**src/rtl/cnt_sched_pkg.sv**
```systemverilog
// Shared encodings for the two-requester counter command scheduler.
package cnt_sched_pkg;

  localparam int WIDTH_DEF = 8;

  typedef enum logic [1:0] {
    ST_IDLE  = 2'b00,
    ST_GRANT = 2'b01,
    ST_EXEC  = 2'b10,
    ST_DONE  = 2'b11
  } state_t;

  typedef enum logic [1:0] {
    CMD_NOP  = 2'b00,
    CMD_LOAD = 2'b01,
    CMD_INC  = 2'b10,
    CMD_DEC  = 2'b11
  } cmd_t;

endpackage

```
**src/rtl/cnt_updown.sv**
```systemverilog
// Loadable up/down counter with wrap-around; load has priority over count enable.
module cnt_updown #(
  parameter int WIDTH = 8
) (
  input  logic             clk,
  input  logic             reset,
  input  logic             load,
  input  logic             en,
  input  logic             up,
  input  logic [WIDTH-1:0] din,
  output logic [WIDTH-1:0] cnt
);

  always_ff @(posedge clk or posedge reset) begin
    if (reset) begin
      cnt <= '0;
    end else if (load) begin
      cnt <= din;
    end else if (en) begin
      cnt <= up ? cnt + 1'b1 : cnt - 1'b1;
    end
  end

endmodule

```
**src/rtl/cnt_cmd_sched.sv**
```systemverilog
// Round-robin scheduler sharing one up/down counter between two requesters.
// state | meaning: IDLE wait for req, GRANT pulse gnt, EXEC apply cmd, DONE pulse done
module cnt_cmd_sched
  import cnt_sched_pkg::*;
#(
  parameter int WIDTH = WIDTH_DEF
) (
  input  logic             clk,
  input  logic             reset,
  input  logic             req0,
  input  logic [1:0]       cmd0,
  input  logic [WIDTH-1:0] din0,
  input  logic             req1,
  input  logic [1:0]       cmd1,
  input  logic [WIDTH-1:0] din1,
  output logic             gnt0,
  output logic             gnt1,
  output logic             busy,
  output logic             done,
  output logic             done_id,
  output logic [WIDTH-1:0] cnt
);

  state_t           state, next_state;
  logic             win_id, next_id;
  logic             last;
  cmd_t             cmd_q;
  logic [WIDTH-1:0] din_q;
  logic             done_id_q;
  logic             cnt_load, cnt_en, cnt_up;

  always_ff @(posedge clk or posedge reset) begin
    if (reset) begin
      state <= ST_IDLE;
    end else begin
      state <= next_state;
    end
  end

  always_comb begin
    next_state = state;
    next_id    = 1'b0;
    unique case (state)
      ST_IDLE: begin
        // on a tie the requester that did not win last time gets the slot
        if (req0 && req1) begin
          next_id = ~last;
        end else begin
          next_id = req1;
        end
        if (req0 || req1) begin
          next_state = ST_GRANT;
        end
      end
      ST_GRANT: next_state = ST_EXEC;
      ST_EXEC:  next_state = ST_DONE;
      ST_DONE:  next_state = ST_IDLE;
      default:  next_state = ST_IDLE;
    endcase
  end

  always_ff @(posedge clk or posedge reset) begin
    if (reset) begin
      win_id    <= 1'b0;
      last      <= 1'b1;
      cmd_q     <= CMD_NOP;
      din_q     <= '0;
      done_id_q <= 1'b0;
    end else begin
      if (state == ST_IDLE && (req0 || req1)) begin
        win_id <= next_id;
        last   <= next_id;
        cmd_q  <= next_id ? cmd_t'(cmd1) : cmd_t'(cmd0);
        din_q  <= next_id ? din1 : din0;
      end
      if (state == ST_EXEC) begin
        done_id_q <= win_id;
      end
    end
  end

  assign cnt_load = (state == ST_EXEC) && (cmd_q == CMD_LOAD);
  assign cnt_en   = (state == ST_EXEC) && (cmd_q == CMD_INC || cmd_q == CMD_DEC);
  assign cnt_up   = (cmd_q == CMD_INC);

  cnt_updown #(.WIDTH(WIDTH)) u_cnt (
    .clk   (clk),
    .reset (reset),
    .load  (cnt_load),
    .en    (cnt_en),
    .up    (cnt_up),
    .din   (din_q),
    .cnt   (cnt)
  );

  assign gnt0    = (state == ST_GRANT) && !win_id;
  assign gnt1    = (state == ST_GRANT) && win_id;
  assign busy    = (state != ST_IDLE);
  assign done    = (state == ST_DONE);
  assign done_id = done_id_q;

endmodule

```
**config.mk**
```make
export PLATFORM = sky130hd
export DESIGN_NAME = cnt_cmd_sched
export DESIGN_NICKNAME = d
export VERILOG_FILES = /design/src/rtl/cnt_sched_pkg.sv /design/src/rtl/cnt_updown.sv /design/src/rtl/cnt_cmd_sched.sv
export SDC_FILE = /design/constraint.sdc
export NUM_CORES = 1
export LEC_CHECK = 0
export ABC_AREA = 1
export BUFFER_PORTS_ARGS = -buffer_cell sky130_fd_sc_hd__buf_2
export CORE_UTILIZATION = 45
export DETAILED_ROUTE_END_ITERATION = 8
export GPL_TIMING_DRIVEN = 0
export MAX_ROUTING_LAYER = met4
export PLACE_DENSITY_LB_ADDON = 0.05
export SYNTH_ARGS = -nofsm -noshare
export SYNTH_HDL_FRONTEND = slang
export SYNTH_SLANG_ARGS = --single-unit
```
**constraint.sdc**
```tcl
create_clock -name clk -period 4.35 [get_ports clk]
set_input_delay 0.6525 -clock clk [delete_from_list [all_inputs] [get_ports clk]]
set_output_delay 0.6525 -clock clk [all_outputs]
set_load 0.005 [all_outputs]
```
# == Word-level counts from Yosys, hierarchy flattened ==
# Cells that the tools add are included.
# word_totals
regBits,23
latchBits,0
ram_bits,0
romBits,0
in_bits,24
out_inout_bits,13
word_cells,38
n_memories,0
# classes
addsub,2
multipliers,0
div_mod_pow,0
magnitude_cmp,0
eq_ne,7
shift,0
n_mux,9
bitwise_logic,1
reduce_logical,12
# ops
op,n
2-to-1 mux 8 bit,4
"adder 8 x 1 -> 8 bit, second input constant",1
"== test 2 bit, second input constant",4
one-hot mux 2 bit (4 select lines),1
"subtractor 8 x 1 -> 8 bit, second input constant",1
logical AND 1 bit,6
"== test 2 x 1 -> 1 bit, second input constant",2
2-to-1 mux 2 bit,2
nonzero test 2 bit,2
logical NOT 2 bit,1
logical OR 1 bit,2
2-to-1 mux 1 bit,2
"!= test 2 x 1 -> 1 bit, second input constant",1
logical NOT 1 bit,1
inverter 1 bit,1

# == Depth between registers and ports, before layout ==
# depth
word_depth,5
mapped_depth,11
ltp_nobuf,11

# == Cells and area by module ==
# From an unflattened synthesis, not the netlist that was laid out.
# hier_totals
hier_cells,225
area_unflattened_um2,1666.6
# by_module_without_submodules
mod,n_inst,cells_each,area_per_inst_um2,seq_area_each_um2
cnt_cmd_sched,1,128,919.6,376.6
cnt_updown,1,97,747.0,200.2

# == Least setup slack after synthesis ==
# No wires, ideal clock.
# synth_path
kind,register to register
start,register cmd_q[1]
end,register u_cnt.cnt[7]
setup_ns,0.116
arrival_ns,1.619
t_required_ns,4.234
slack_ns,2.614
path_stages_with_launch,10
n_path_buf,0
synth_period_minus_slack_ns,1.736
cell_sequence,dfrtp_1 nand2_1 ha_1 or2_1 nand3_1 nand2_1 nand2_1 nand3_1 nand2_1 nand2_1
# synth_via
elab_chain_cells,4
elab_cells_between_ends,10
classes_between,3 x eq/ne; 3 x mux; 4 x reduce/logical
# synth_lines
item,line,text
"start, declared",cnt_cmd_sched.sv:27,cmd_t cmd_q;
"start signal, assigned",cnt_cmd_sched.sv:73,cmd_q <= next_id ? cmd_t'(cmd1) : cmd_t'(cmd0);
== test 2 bit (on tied branches),"cnt_cmd_sched.sv:83, cnt_cmd_sched.sv:84",
2-to-1 mux 8 bit or logical OR 1 bit (tied branches),"cnt_updown.sv:20, cnt_cmd_sched.sv:83",
2-to-1 mux 8 bit or logical AND 1 bit (tied branches),"cnt_updown.sv:19, cnt_cmd_sched.sv:83",
2-to-1 mux 8 bit or nonzero test 2 bit (tied branches),n/a,
"end signal, assigned",cnt_updown.sv:18,cnt <= din;
"end signal, assigned",cnt_updown.sv:20,cnt <= up ? cnt + 1'b1 : cnt - 1'b1;
"end, declared",cnt_updown.sv:11,output logic [WIDTH-1:0] cnt
# Parallel ways exist; a longest one is shown, timed or not. The select of a mux whose other input is x is not followed.
# A chain may end at the register's enable or synchronous reset.

# == Worst setup path in the final report ==
# Ends and elaborated chain as after synthesis.

==> results.json <==
{
  "status": "completed",
  "clock_latency_ns": 0.31,
  "clock-sinks": 23,
  "wl_mm": 3.03,
  "clkSlewWorstSetupHoldPaths_ns": 0.13,
  "startpoint": "cmd_q[1]",
  "post_drt_wl_per_cell_um": 10.9,
  "finalMaxSlewViolations": 0,
  "num-fill-cells": 324,
  "powerDensity_nw_per_um2": 804,
  "grt_usage": 0.200,
  "core_um2": 3080,
  "numCtsBuffers": 3,
  "synthXorXnorAreaFrac": 0.00595,
  "hold_violations": 0,
  "num_antenna_cells": 0,
  "synthToLayoutAreaGrowth_pct": 17.8,
  "yosysTopAreaCell": "dfrtp_1",
  "synth_top_cell_area_share": 0.374,
  "initial_utilization": 0.478,
  "setup_viol_count_final": 0,
  "seqCellArea_um2": 577,
  "die_h_um": 59.2,
  "num_vias": 1339,
  "min_period_over_period": 0.462,
  "arrival_ns": 2.22,
  "critPathKind": "flip-flop to flip-flop",
  "finalNonFillerCells": 278,
  "synth_flop_cell": "dfrtp_1",
  "path_common_cell": "nand2_1",
  "drt-initial-drc-count": 44,
  "vias_per_cell": 4.82,
  "synth-compound-area-share": 0.138,
  "ctsHoldBuffers": 0,
  "crit_slowest_cell": "dfrtp_1",
  "cp.required_ns": 4.56,
  "ys_warn_count": 0,
  "synth-seq-cells": 23,
  "nets": 271,
  "max_freq_mhz": 498,
  "fin_crit_ns": 2.01,
  "row_count": 20,
  "dpl.cell_count": 274,
  "synthMuxAreaShare": 0,
  "synth-edff-count": 0,
  "antenna_left": 0,
  "startpoint_type": "flip-flop",
  "cts_tree": "done",
  "cp_cell_sequence": "nand2_1 > ha_1 > or2_1 > nand3_1 > nand2_1 > nand2_1 > nand3_1 > nand2_1 > nand2_1",
  "synth_area_um2": 1470,
  "h-tree-depth": 1,
  "netlist_instances": 194,
  "cts_resized": 0,
  "cpPeakStageDelay_ns": 0.52,
  "io_buffer_count": 36,
  "globalRouteOverflowTotal": 0,
  "die-area_um2": 3510,
  "ioPinCount": 37,
  "irDropWorstVdd_mv": 0.283,
  "async_flop_share": 1.00,
  "grt_pass1_vias": 1271,
  "hold_class": "input port to asynchronous set/reset pin",
  "worstSetupEndpointType": "flip-flop",
  "synth_simple_gate_area_share": 0.276,
  "ys_types": 26,
  "synth-seq-area-share": 0.392,
  "skew_ns": 0.00771,
  "synthTopCellsByCount": "nand2_1 (50), inv_1 (23), dfrtp_1 (22)",
  "r2r_start": "cmd_q[1]",
  "finalSetupTns_ns": 0,
  "synth_area_leaders": "dfrtp_1 (37%), nand2_1 (13%), ha_1 (9.3%), inv_1 (5.9%), nor2_1 (5.1%)",
  "syn_area_per_cell_um2": 7.59,
  "clockBufferDepth": 2,
  "path_max_fanout": 9,
  "grt_max_degree": 24,
  "synth_fp_nets": 230,
  "grt_pass1_wl_mm": 5.24,
  "synth_top_family_by_area": "simple AND/OR/NAND/NOR gates",
  "max_slew_margin": 0.430,
  "hpwl_mm": 2.45,
  "gp_congestion": 0.842,
  "worst_pin_slew_ns": 0.854,
  "cap_violations": 0,
  "synth_fa_ha_area_frac": 0.107,
  "drc": 0,
  "dr.pass1.iters": 6,
  "p_leak_nw": 0.963,
  "yosysMostFrequentCell": "nand2_1",
  "postCtsSetupRepairBufs": 0,
  "drive_gt1_frac": 0.231,
  "multi_input_area_um2": 777,
  "antenna_found_initial": 0,
  "rsz0062_at_grt": "no",
  "dieWidth_um": 59.2,
  "root_buffer": "clkbuf_4"
}
## metal layers
layer	global-route usage	routed length [um]
met1	0.251	1430
met2	0.339	1430
met3	0.0197	137
met4	0.0612	29
met5	-	0
## stage by stage
step                worst slack [ns]  utilization  power (mW)  hold slack (ns)  instance area, um^2
finish                          2.34        0.563        1.39            0.498                 1730
floorplan                       2.61            -        1.09            0.454                 1470
global route                    2.17        0.563        1.56            0.559                 1730
CTS                             2.33        0.563        1.41            0.497                 1730
detailed placement              2.35        0.555        1.31            0.481                 1710
global placement                2.39        0.555        1.27            0.462                 1710
## logic make-up (layout without fill, tap and decap cells)
family,count (synthesis),count (layout)
flops,23,23
compound gates,36,36
xor+xnor,1,1
buf+inv,30,70
simple gates,92,92
fa+ha+maj,12,12
## state kept, by name, indices dropped and copies added (netlist names)
register and cells:
cmd_q 2, din_q 8, done_id 1, last 1
state 2, u_cnt.cnt 8, win_id 1
## cell type report
cell class,instances,area share
buffer,3,0.00866
sequential,23,0.333
timing repair buffer,36,0.104
inverter,27,0.0599
multi-input combinational,141,0.448
tap,44,0.0317
clock buffer,4,0.0152
## final timing paths
| kind | end | depth (start not counted) | slack (ns) |
|---|---|---|---|
| max | u_cnt.cnt[7] | 9 | 2.34 |
| min reg2reg | last | 2 | 0.50 |
| max reg2reg | u_cnt.cnt[7] | 9 | 2.34 |
| min in group clk | last | 2 | 0.50 |
| min | din_q[7] | 2 | 0.50 |
| max in group asynchronous | din_q[5] | 2 | 3.33 |
## placed cells by master, fill, tap and decap left out, types with 2 or more instances in the layout
cell and count:
nor2_1 20, dfrtp_1 22, a21oi_1 8, inv_1 23, nand2_4 2, clkbuf_4 3
buf_2 39, nand3_1 11, a31oi_1 2, o21ai_1 11, o21ai_0 5, o22ai_1 8
ha_1 11, nand2_1 50, inv_2 3, nand3b_1 2, or2_1 3
## power breakdown
group	total [mW]	switching [mW]	internal, mW
logic	0.888	0.523	0.365
registers	0.407	0.0818	0.326
clock network	0.0980	0.0622	0.0358
## critical path, delay by kind of cell, from the launching register on
| kind | cells | cell delay (ns) |
|---|---|---|
| AND/OR/NAND/NOR | 8 | 0.99 |
| adder cells (fa/ha/maj) | 1 | 0.40 |
| flip-flops | 1 | 0.52 |
Power figures use the tool's default switching activity.
